===== src/rtl/idx_unit.sv =====
// idx_unit: bank of NIDX index registers for MU0 indexed addressing.
// Each register has its own step. Supported operations are LOAD,
// post-increment and pre-decrement.
// All state changes on the falling clock edge. The reset is asynchronous
// and active-high.
// Optional feature macro MODULO_EN: when defined, it adds per-register
// base/limit registers, the LDBASE/LDLIM ops, and circular reload
// arithmetic. With the macro undefined, arithmetic simply wraps modulo 2^AW.
module idx_unit #(
    parameter int AW   = 12,
    parameter int NIDX = 4,
    parameter int SW   = 4,
    parameter int SELW = 2
) (
    input  logic            clk,
    input  logic            rst,
    input  logic            idxce,
    input  logic [2:0]      op,
    input  logic [SELW-1:0] idx_sel,
    input  logic [AW-1:0]   alu12,
    output logic [AW-1:0]   idx_q,
    output logic [AW-1:0]   ea,
    output logic            wrap
);

    localparam logic [2:0] OP_NOP     = 3'b000;
    localparam logic [2:0] OP_LOAD    = 3'b001;
    localparam logic [2:0] OP_POSTINC = 3'b010;
    localparam logic [2:0] OP_PREDEC  = 3'b011;
    localparam logic [2:0] OP_LDSTEP  = 3'b100;
    localparam logic [2:0] OP_LDBASE  = 3'b101;
    localparam logic [2:0] OP_LDLIM   = 3'b110;

    // Compared against the select so that an out-of-range select (when
    // NIDX is not a power of two) reads as zero and writes nothing.
    localparam logic [SELW:0] NIDX_W = (SELW + 1)'(NIDX);

    // Per-register state, gathered into arrays for the read mux.
    logic [AW-1:0] idx_arr  [NIDX];
    logic [SW-1:0] step_arr [NIDX];
`ifdef MODULO_EN
    logic [AW-1:0] base_arr  [NIDX];
    logic [AW-1:0] limit_arr [NIDX];
`endif

    logic            sel_valid;
    logic [AW-1:0]   cur_idx;
    logic [SW-1:0]   cur_step;
    logic [AW-1:0]   step_ext;
    logic            step_zero;
    logic [AW:0]     sum_ext;
    logic [AW:0]     diff_ext;
    logic [AW-1:0]   next_inc;
    logic [AW-1:0]   next_dec;
    logic            inc_wrap;
    logic            dec_wrap;
`ifdef MODULO_EN
    logic [AW-1:0]   cur_base;
    logic [AW-1:0]   cur_limit;
    logic [AW:0]     lower_ext;
`endif

    logic            do_load;
    logic            do_inc;
    logic            do_dec;
    logic            do_ldstep;
`ifdef MODULO_EN
    logic            do_ldbase;
    logic            do_ldlim;
`endif

    logic            wrap_reg;

    assign sel_valid = ({1'b0, idx_sel} < NIDX_W);

    // Operation decode. NOP, reserved and (without modulo) the base/limit
    // ops leave every strobe low.
    always_comb begin
        do_load   = 1'b0;
        do_inc    = 1'b0;
        do_dec    = 1'b0;
        do_ldstep = 1'b0;
`ifdef MODULO_EN
        do_ldbase = 1'b0;
        do_ldlim  = 1'b0;
`endif
        if (idxce && sel_valid) begin
            case (op)
                OP_NOP:     ;
                OP_LOAD:    do_load   = 1'b1;
                OP_POSTINC: do_inc    = 1'b1;
                OP_PREDEC:  do_dec    = 1'b1;
                OP_LDSTEP:  do_ldstep = 1'b1;
`ifdef MODULO_EN
                OP_LDBASE:  do_ldbase = 1'b1;
                OP_LDLIM:   do_ldlim  = 1'b1;
`else
                OP_LDBASE:  ;
                OP_LDLIM:   ;
`endif
                default:    ;
            endcase
        end
    end

    // Read mux for the selected register's state.
    always_comb begin
        cur_idx   = '0;
        cur_step  = '0;
`ifdef MODULO_EN
        cur_base  = '0;
        cur_limit = '0;
`endif
        if (sel_valid) begin
            cur_idx   = idx_arr[idx_sel];
            cur_step  = step_arr[idx_sel];
`ifdef MODULO_EN
            cur_base  = base_arr[idx_sel];
            cur_limit = limit_arr[idx_sel];
`endif
        end
    end

    // Next-value arithmetic for increment and decrement. It is done at
    // AW+1 bits so that carry, borrow and limit comparisons are exact.
    // A zero step never reports a wrap.
    always_comb begin
        step_ext  = AW'(cur_step);
        step_zero = (cur_step == '0);
        sum_ext   = {1'b0, cur_idx} + {1'b0, step_ext};
        diff_ext  = {1'b0, cur_idx} - {1'b0, step_ext};
`ifdef MODULO_EN
        lower_ext = {1'b0, cur_base} + {1'b0, step_ext};
        inc_wrap  = !step_zero && (sum_ext > {1'b0, cur_limit});
        dec_wrap  = !step_zero && ({1'b0, cur_idx} < lower_ext);
        next_inc  = inc_wrap ? cur_base  : sum_ext[AW-1:0];
        next_dec  = dec_wrap ? cur_limit : diff_ext[AW-1:0];
`else
        inc_wrap  = !step_zero && sum_ext[AW];
        dec_wrap  = !step_zero && diff_ext[AW];
        next_inc  = sum_ext[AW-1:0];
        next_dec  = diff_ext[AW-1:0];
`endif
    end

    // One slice per index register. Only the selected slice loads.
    genvar gi;
    generate
        for (gi = 0; gi < NIDX; gi++) begin : g_reg
            logic          hit;
            logic [AW-1:0] idx_reg;
            logic [SW-1:0] step_reg;

            assign hit = (idx_sel == SELW'(gi));

            // Index value: load, post-increment or pre-decrement.
            always_ff @(negedge clk or posedge rst) begin
                if (rst) begin
                    idx_reg <= '0;
                end else if (hit) begin
                    if (do_load) begin
                        idx_reg <= alu12;
                    end else if (do_inc) begin
                        idx_reg <= next_inc;
                    end else if (do_dec) begin
                        idx_reg <= next_dec;
                    end
                end
            end

            // Step value. It resets to 1 so that a plain increment works
            // without any set-up.
            always_ff @(negedge clk or posedge rst) begin
                if (rst) begin
                    step_reg <= SW'(1);
                end else if (hit && do_ldstep) begin
                    step_reg <= alu12[SW-1:0];
                end
            end

            assign idx_arr[gi]  = idx_reg;
            assign step_arr[gi] = step_reg;

`ifdef MODULO_EN
            logic [AW-1:0] base_reg;
            logic [AW-1:0] limit_reg;

            // Circular-buffer bounds. After reset they span the full
            // address range.
            always_ff @(negedge clk or posedge rst) begin
                if (rst) begin
                    base_reg  <= '0;
                    limit_reg <= '1;
                end else if (hit) begin
                    if (do_ldbase) begin
                        base_reg <= alu12;
                    end
                    if (do_ldlim) begin
                        limit_reg <= alu12;
                    end
                end
            end

            assign base_arr[gi]  = base_reg;
            assign limit_arr[gi] = limit_reg;
`endif
        end
    endgenerate

    // Wrap flag. It is high for exactly the cycle after a wrapping commit.
    always_ff @(negedge clk or posedge rst) begin
        if (rst) begin
            wrap_reg <= 1'b0;
        end else begin
            wrap_reg <= (do_inc && inc_wrap) || (do_dec && dec_wrap);
        end
    end

    assign idx_q = cur_idx;
    assign ea    = do_dec ? next_dec : cur_idx;
    assign wrap  = wrap_reg;

endmodule


===== config.mk =====
export PLATFORM = sky130hd
export DESIGN_NAME = idx_unit
export DESIGN_NICKNAME = d
export VERILOG_FILES = /design/src/rtl/idx_unit.sv
export SDC_FILE = /design/constraint.sdc
export NUM_CORES = 1
export LEC_CHECK = 0
export ABC_AREA = 1
export CAP_MARGIN = 20
export CORE_MARGIN = 2
export CORE_UTILIZATION = 31
export CTS_BUF_LIST = sky130_fd_sc_hd__clkbuf_8
export CTS_CLUSTER_SIZE = 16
export DETAILED_ROUTE_END_ITERATION = 16
export DONT_BUFFER_PORTS = 1
export PLACE_DENSITY_LB_ADDON = 0.08
export SLEW_MARGIN = 15
export SYNTH_ARGS = -nofsm -noshare
export SYNTH_HDL_FRONTEND = slang
export SYNTH_SLANG_ARGS = --single-unit
export TNS_END_PERCENT = 20

===== constraint.sdc =====
create_clock -name clk -period 3.4 [get_ports clk]
set_input_delay 0.34 -clock clk [delete_from_list [all_inputs] [get_ports clk]]
set_output_delay 0.34 -clock clk [all_outputs]
set_load 0.05 [all_outputs]

Yosys cells after proc, flatten, opt, wreduce, memory -nomap -nowiden
Index checks and enable logic that the tools add are counted.
- add/sub/neg operators: 2
- multiply operators: 0
- div/mod/pow operators: 0
- $lt $le $gt $ge: 1
- equal/unequal tests: 7
- shift operators: 0
- mux-type cells: 18
- bitwise operators: 1
- reduce and logical (&&, ||, !) cells: 17
- operator list (operator ; number):
    2-to-1 mux 12 bit ; 6
    binary-select mux 12 bit (select 2 bit) ; 1
    adder 12 x 4 -> 13 bit ; 1
    subtractor 12 x 4 -> 13 bit ; 1
    binary-select mux 4 bit (select 2 bit) ; 1
    logical AND 1 bit ; 8
    2-to-1 mux 1 bit ; 8
    2-to-1 mux 4 bit ; 2
    AND reduction 2 bit ; 4
    equality test 3 x 2 -> 1 bit, second input constant ; 2
    equality test 2 bit, second input constant ; 2
    zero test 4 bit ; 1
    equality test 3 x 1 -> 1 bit, second input constant ; 1
    equality test 3 bit, second input constant ; 1
    greater-or-equal comparator 3 bit, second input constant ; 1
    NOT 2 -> 3 bit ; 1
    nonzero test 3 bit ; 1
    equality test 2 x 1 -> 1 bit, second input constant ; 1
    zero test 2 bit ; 1
    zero test 1 bit ; 1
    logical OR 1 bit ; 1
- register bits after elaboration: 65
- latch bits: 0
- RAM bits: 0
- memory bits (read-only): 0
- bits of input ports: 20
- output and inout bits: 25
- word-level logic and storage cells: 55
- memories kept: 0

Depth between registers and ports, before layout
Gate-level depths: netlist of run 1.
- word-level depth: 9
- mapped depth: 25
- gate-level depth less buffers: 23

==> results of run 1 <==
## metal layers
| metal | track usage (%) | up-vias |
|---|---|---|
| met4 | 6.18 | 0 |
| met5 | 0 | - |
| met3 | 4.37 | 18 |
| li1 | - | 2239 |
| met2 | 33.0 | 84 |
| met1 | 29.4 | 2101 |
## path summary, 6_finish.rpt
path / from / endpoint / slack [ns] / depth (start not counted)
max: g_reg[0].step_reg[2] / ea[11] / -1.31 / 15
min: g_reg[3].step_reg[1] / g_reg[3].step_reg[1] / 0.43 / 2
max reg2reg: g_reg[2].step_reg[0] / g_reg[0].idx_reg[8] / 0.15 / 28
min reg2reg: g_reg[3].step_reg[1] / g_reg[3].step_reg[1] / 0.43 / 2
max in group asynchronous: rst / g_reg[2].idx_reg[2] / 1.20 / 3
min in group asynchronous: rst / g_reg[2].idx_reg[6] / 1.42 / 1
## critical path: stages (launching register included)
cell,delay (ns)
dfrtn_1,0.36
a22o_4,0.28
nor3_4,0.17
ha_4,0.25
buf_4,0.13
buf_4,0.13
nand3_2,0.07
nand2_2,0.07
nand2_2,0.08
nand3_4,0.11
nor2_4,0.18
nand2_1,0.09
nand2_2,0.07
buf_6,0.10
a31oi_4,0.08
buf_12,0.16
## logic make-up after synthesis
family / count (synthesis) / synth area share, %
and+or+nand+nor: 366 / 38.8
AOI/OAI and AO/OA: 84 / 10.9
buffers and inverters: 73 / 7.71
DFF: 65 / 38.2
adders and majority gates: 10 / 3.28
xor gates and xnor gates: 5 / 1.03
## power breakdown
| group | switching (uW) | internal [uW] |
|---|---|---|
| registers | 207 | 1100 |
| logic | 2060 | 1710 |
| clock network | 329 | 335 |
## through the flow
stage,utilization [%],cell area (um2),instances,hold slack [ns]
global route,48.6,6490,933,0.437
global placement,42.6,5690,880,0.422
CTS,47.5,6350,924,0.428
detailed placement,42.6,5690,880,0.425
floorplan,-,4570,603,0.409
finish,48.7,6490,934,0.427
## timing repair
item,CTS,global route
endpoints found under the setup margin,66,68
pin swaps,35,13
gates resized for setup,78,19
buffers inserted,27,9
endpoints found under the hold margin,0,0
## placed cells by master, fill, tap and decap left out, types with 5 or more instances in the layout
master,netlist,layout
buf_6,5,13
nor2_4,9,10
buf_4,3,120
nor2_2,7,10
inv_2,10,15
nand2_4,6,12
nor2_1,30,26
ha_4,0,5
o21ai_1,3,15
nand2_2,13,24
nand2_1,237,220
buf_12,0,13
a21oi_1,8,6
nand3_1,48,34
o21ai_0,54,29
nand3_2,3,14
buf_8,0,5
dfrtn_1,61,61
inv_1,46,40
o21ai_2,0,9
clkbuf_8,0,9
## cell type report
class	count	area share, %
diodes	1	0.0385
flip-flops and latches	65	25.1
clock buffers	9	1.91
multi-input cells	465	43.5
repair buffers	151	21.3
inverters	56	3.60
well taps	176	3.39
clock inverters	11	1.16
==> results.txt, run 1 <==
Status: finished with violations
Failing checks: negative setup slack
Final #Nets: 782
Top sig layer: met4
Max Buffers Root-to-Sink: 2
Final Max Tran Viols: 0
Netlist cell types: 36
Leakage power total: 0.00321 uW
Final setup fails: 62
Total Power: 5740 uW
Post-Route M1 WL: 7130 um
Worst skew pair latency: 0.39 ns
Hold Fails Final Rpt: 0
Syn_nets: 633
Async S/R FF share, synth: 100%
Syn Area/Cell: 7.08 um2
Pre-CTS WS: -1.05 ns
Post-route ant nets: 0
CP Launch Type: flip-flop
Post-CTS Hold Buffers: 0
Syn Inst Count: 603
Overflow after GRT: 0
Max reg flops: 48
Layout cells sized above 1: 40.6%
Global-route usage over all layers: 21.1%
Maximum vdd drop: 0.000252 V
Setup TNS: -44.23 ns
Area Growth Syn to Fin: 52.2%
Worst Setup End Kind: output pin
Initial antenna violation count: 1
Share of the synthesized area in the top cell type: 35.8%
Crit Path Max Fanout: 5
RSZ-0062 raised after global routing: true
Initial drt markers: 296
Area contributors post-synth: dfrtn_1 (36%), nand2_1 (21%), o21ai_0 (6.3%)
Seq cells post-synth: 65
Worst-Margin Slew: 0.589 ns
TritonCTS buffer count: 9
FILL cells: 1314
CTS sink cnt: 65
Sequential fraction of the synthesis area: 38.2%
# IOs: 45
WL met3: 574 um
Vias in the first global route: 4460
Setup Crit Path Kind: flip-flop to output pin
Core Area: 13300 um2
Hold crit path type: flip-flop to flip-flop
EDFF count, synth: 0
Setup ws final: -1.31 ns
Synthesis warning total: 0
Final HPWL DP: 10900 um
Commonest cells post-synth: nand2_1 (237), dfrtn_1 (61), o21ai_0 (54)
Wire per inst: 15.7 um
Final wirelength: 14700 um
Post-Syn Area: 4270 um2
Worst path required time: 3.06 ns
Gpl congestion: 0.889
Number of port buffers: 0
CP arrival: 4.37 ns
H-Tree Depth: 3
First-pass GRT wire length: 23700 um
Row cnt: 42
Clock skew: 0.0565 ns
Via count: 4442
Synth area leader: dfrtn_1
Register area: 1630 um2
Multi-input logic area: 2820 um2
Slew margin rel.: 60.7%
Prevailing post-synth register cell: dfrtn_1
Vias per inst: 4.76
Largest net degree at the start of global routing: 47
PwrDens: 884 nW/um2
Max-cap check violation count: 0
DIE HEIGHT: 121 um
CTS tree: done
Die X-Extent: 121 um
Die ar.: 14700 um2
DRC viols: 0
Initial DRT Pass Iterations: 4
Clk slew on worst S/H paths: 0.05 ns
Root Driver: clkbuf_8
Most frequent cell after synthesis: nand2_1
Effective utilization at floorplan: 32.0%
WL met2: 6790 um
No activity file was read; power rests on OpenSTA's default activity.
==> inputs of run 2 (changes only) <==
- clock period: 3.4 -> 4.2 ns (I/O delays scaled with it)
==> run 2 against run 1 <==
- the flow still finishes with violations (negative setup slack)
- cell area fell by 9.7%
- clock-buffer cell count stayed put
- clock skew is 0.0047 ns higher
- hold slack hardly changed
- die area unchanged
- clock power shrank 17%
- combinational power shrank 31%
- critical endpoint is now ea[10]
==> results.txt, run 2 (synthesis results as in run 1) <==
Status: finished with violations
Failing checks: negative setup slack
Via count: 4187 (-5.7%)
Setup Crit Path Kind: flip-flop to output pin
TritonCTS buffer count: 9 (unchanged)
Setup TNS: -17.38 ns (+26.85 ns)
Effective utilization at floorplan: 32.0% (unchanged)
Final setup fails: 53 (-15%)
Worst Setup End Kind: output pin
CTS sink cnt: 65 (unchanged)
CP Launch Type: flip-flop
Clock skew: 0.0612 ns (+0.00469 ns)
Setup ws final: -1.02 ns (+0.288 ns)
CP arrival: 4.80 ns (+0.43 ns)
Root Driver: clkbuf_8
Vias in the first global route: 4043 (-9.3%)
Final HPWL DP: 10700 um (-2.0%)
Hold crit path type: flip-flop to flip-flop
Wire per inst: 16.3 um (+3.2%)
Slew margin rel.: 58.5% (-2.2 points)
Maximum vdd drop: 0.000182 V (-28%)
Hold Fails Final Rpt: 0 (unchanged)
Initial antenna violation count: 0 (-1)
Row cnt: 42 (unchanged)
Global-route usage over all layers: 20.3% (-0.77 points)
Worst skew pair latency: 0.40 ns (about the same)
Final wirelength: 14200 um (-3.5%)
Most frequent cells in the layout: nand2_1 (226), buf_4 (75), dfrtn_1 (61)
Max Buffers Root-to-Sink: 2 (unchanged)
Initial DRT Pass Iterations: 5 (+1)
Number of port buffers: 0 (unchanged)
Initial drt markers: 298 (+0.68%)
Cell repeated most along the worst path: inv_2
CP Buf/Inv Count: 6 (+2)
Cell family with most CP delay: simple AND/OR/NAND/NOR gates
Die ar.: 14700 um2 (unchanged)
Commonest non-fill, non-tap cell in the layout: nand2_1
# IOs: 45 (unchanged)
Core Area: 13300 um2 (unchanged)
Clk slew on worst S/H paths: 0.06 ns (about the same)
Worst path required time: 3.78 ns (+0.72 ns)
Ant. Diodes: 0 (-1)
Gpl congestion: 0.824 (-7.3%)
Vias per inst: 4.80 (+0.85%)
Area Growth Syn to Fin: 37.4%
Crit-path slowest cell: dfstp_2
Max-cap check violation count: 0 (unchanged)
Crit-path cells: inv_2, nor2_2, nor3_2, inv_1, ha_2, inv_2, fa_2, inv_2, o21ai_2, inv_2, nand2_4, nor2_4, nand4_1, a31oi_4, buf_12
CTS tree: done
RSZ-0062 raised after global routing: true
Worst-Margin Slew: 0.621 ns (+0.0325 ns)
Max incr delay on CP: 0.52 ns (+0.16 ns)
Leakage power total: 0.00287 uW (-10%)
Largest net degree at the start of global routing: 45 (-4.3%)
Final #Nets: 722 (-7.7%)
Layout cells sized above 1: 33.6% (-7.0 points)
Cell Count Post-Placement: 845 (-4.0%)
PwrDens: 720 nW/um2 (-19%)
Final std cells w/o fill: 873 (-6.5%)
Final Max Tran Viols: 0 (unchanged)
DRC viols: 0 (unchanged)
Max reg flops: 48 (unchanged)
Crit Path Max Fanout: 4 (-1)
DIE HEIGHT: 121 um (unchanged)
Overflow after GRT: 0 (unchanged)
Die X-Extent: 121 um (unchanged)
Post-route ant nets: 0 (unchanged)
H-Tree Depth: 3 (unchanged)
First-pass GRT wire length: 22600 um (-4.7%)
[run 2: metal layers]
layer  share of wire, %  global-route usage (%)
met5                  0                       0
met4                1.3                    6.25
met3                4.3                    3.52
met2                 44                    30.0
met1                 50                    30.2
[run 2: worst paths after layout]
check / cells past startpoint / end / slack, ns / start
min in group asynchronous: 1 / g_reg[2].idx_reg[8] / 1.90 / rst
max in group asynchronous: 2 / g_reg[0].step_reg[0] / 1.66 / rst
worst min-delay path: 2 / g_reg[3].idx_reg[6] / 0.43 / g_reg[3].idx_reg[6]
worst max register to register: 20 / g_reg[3].idx_reg[10] / 1.60 / g_reg[2].step_reg[0]
worst min register to register: 2 / g_reg[3].idx_reg[6] / 0.43 / g_reg[3].idx_reg[6]
worst max-delay path: 15 / ea[10] / -1.02 / g_reg[2].step_reg[0]
[run 2: repair_timing]
action	in CTS	in global routing
pin swaps	14	12
hold buffers	0	0
setup buffers	8	2
setup endpoints to repair	57	58
cloned	0	0
resized for setup	38	15
[run 2: per-stage QoR]
stage	total power (uW)	util [%]	area, um2	hold WS [ns]	setup slack, ns
after floorplan	2580	-	4560	0.409	-0.756
after global placement	3460	40.7	5430	0.423	-0.716
after detailed placement	3480	40.7	5430	0.425	-0.726
after CTS	4210	43.5	5810	0.429	-1.06
after global routing	4540	43.9	5870	0.447	-1.19
final	4220	43.9	5870	0.427	-1.02
[run 2: report_power, final]
part           leakage (uW)  total (uW)  internal (uW)  switching, uW
registers          0.000827        1060            889            168
logic               0.00192        2620           1080           1540
clock network      0.000125         551            274            277
total               0.00287        4220           2240           1980
[run 2: worst min-delay path: cells and delay by family (launching register included)]
kind | cells | cell delay, ns
flops | 1 | 0.40
simple gates | 2 | 0.11
[run 2: final cells by class]
type	count	area, um2
clock buffers	9	124
clock inverters	11	77.6
fillers	1377	7480
inverters	56	229
multi-input cells	465	2730
flip-flops and latches	65	1630
well taps	176	220
repair buffers	91	857
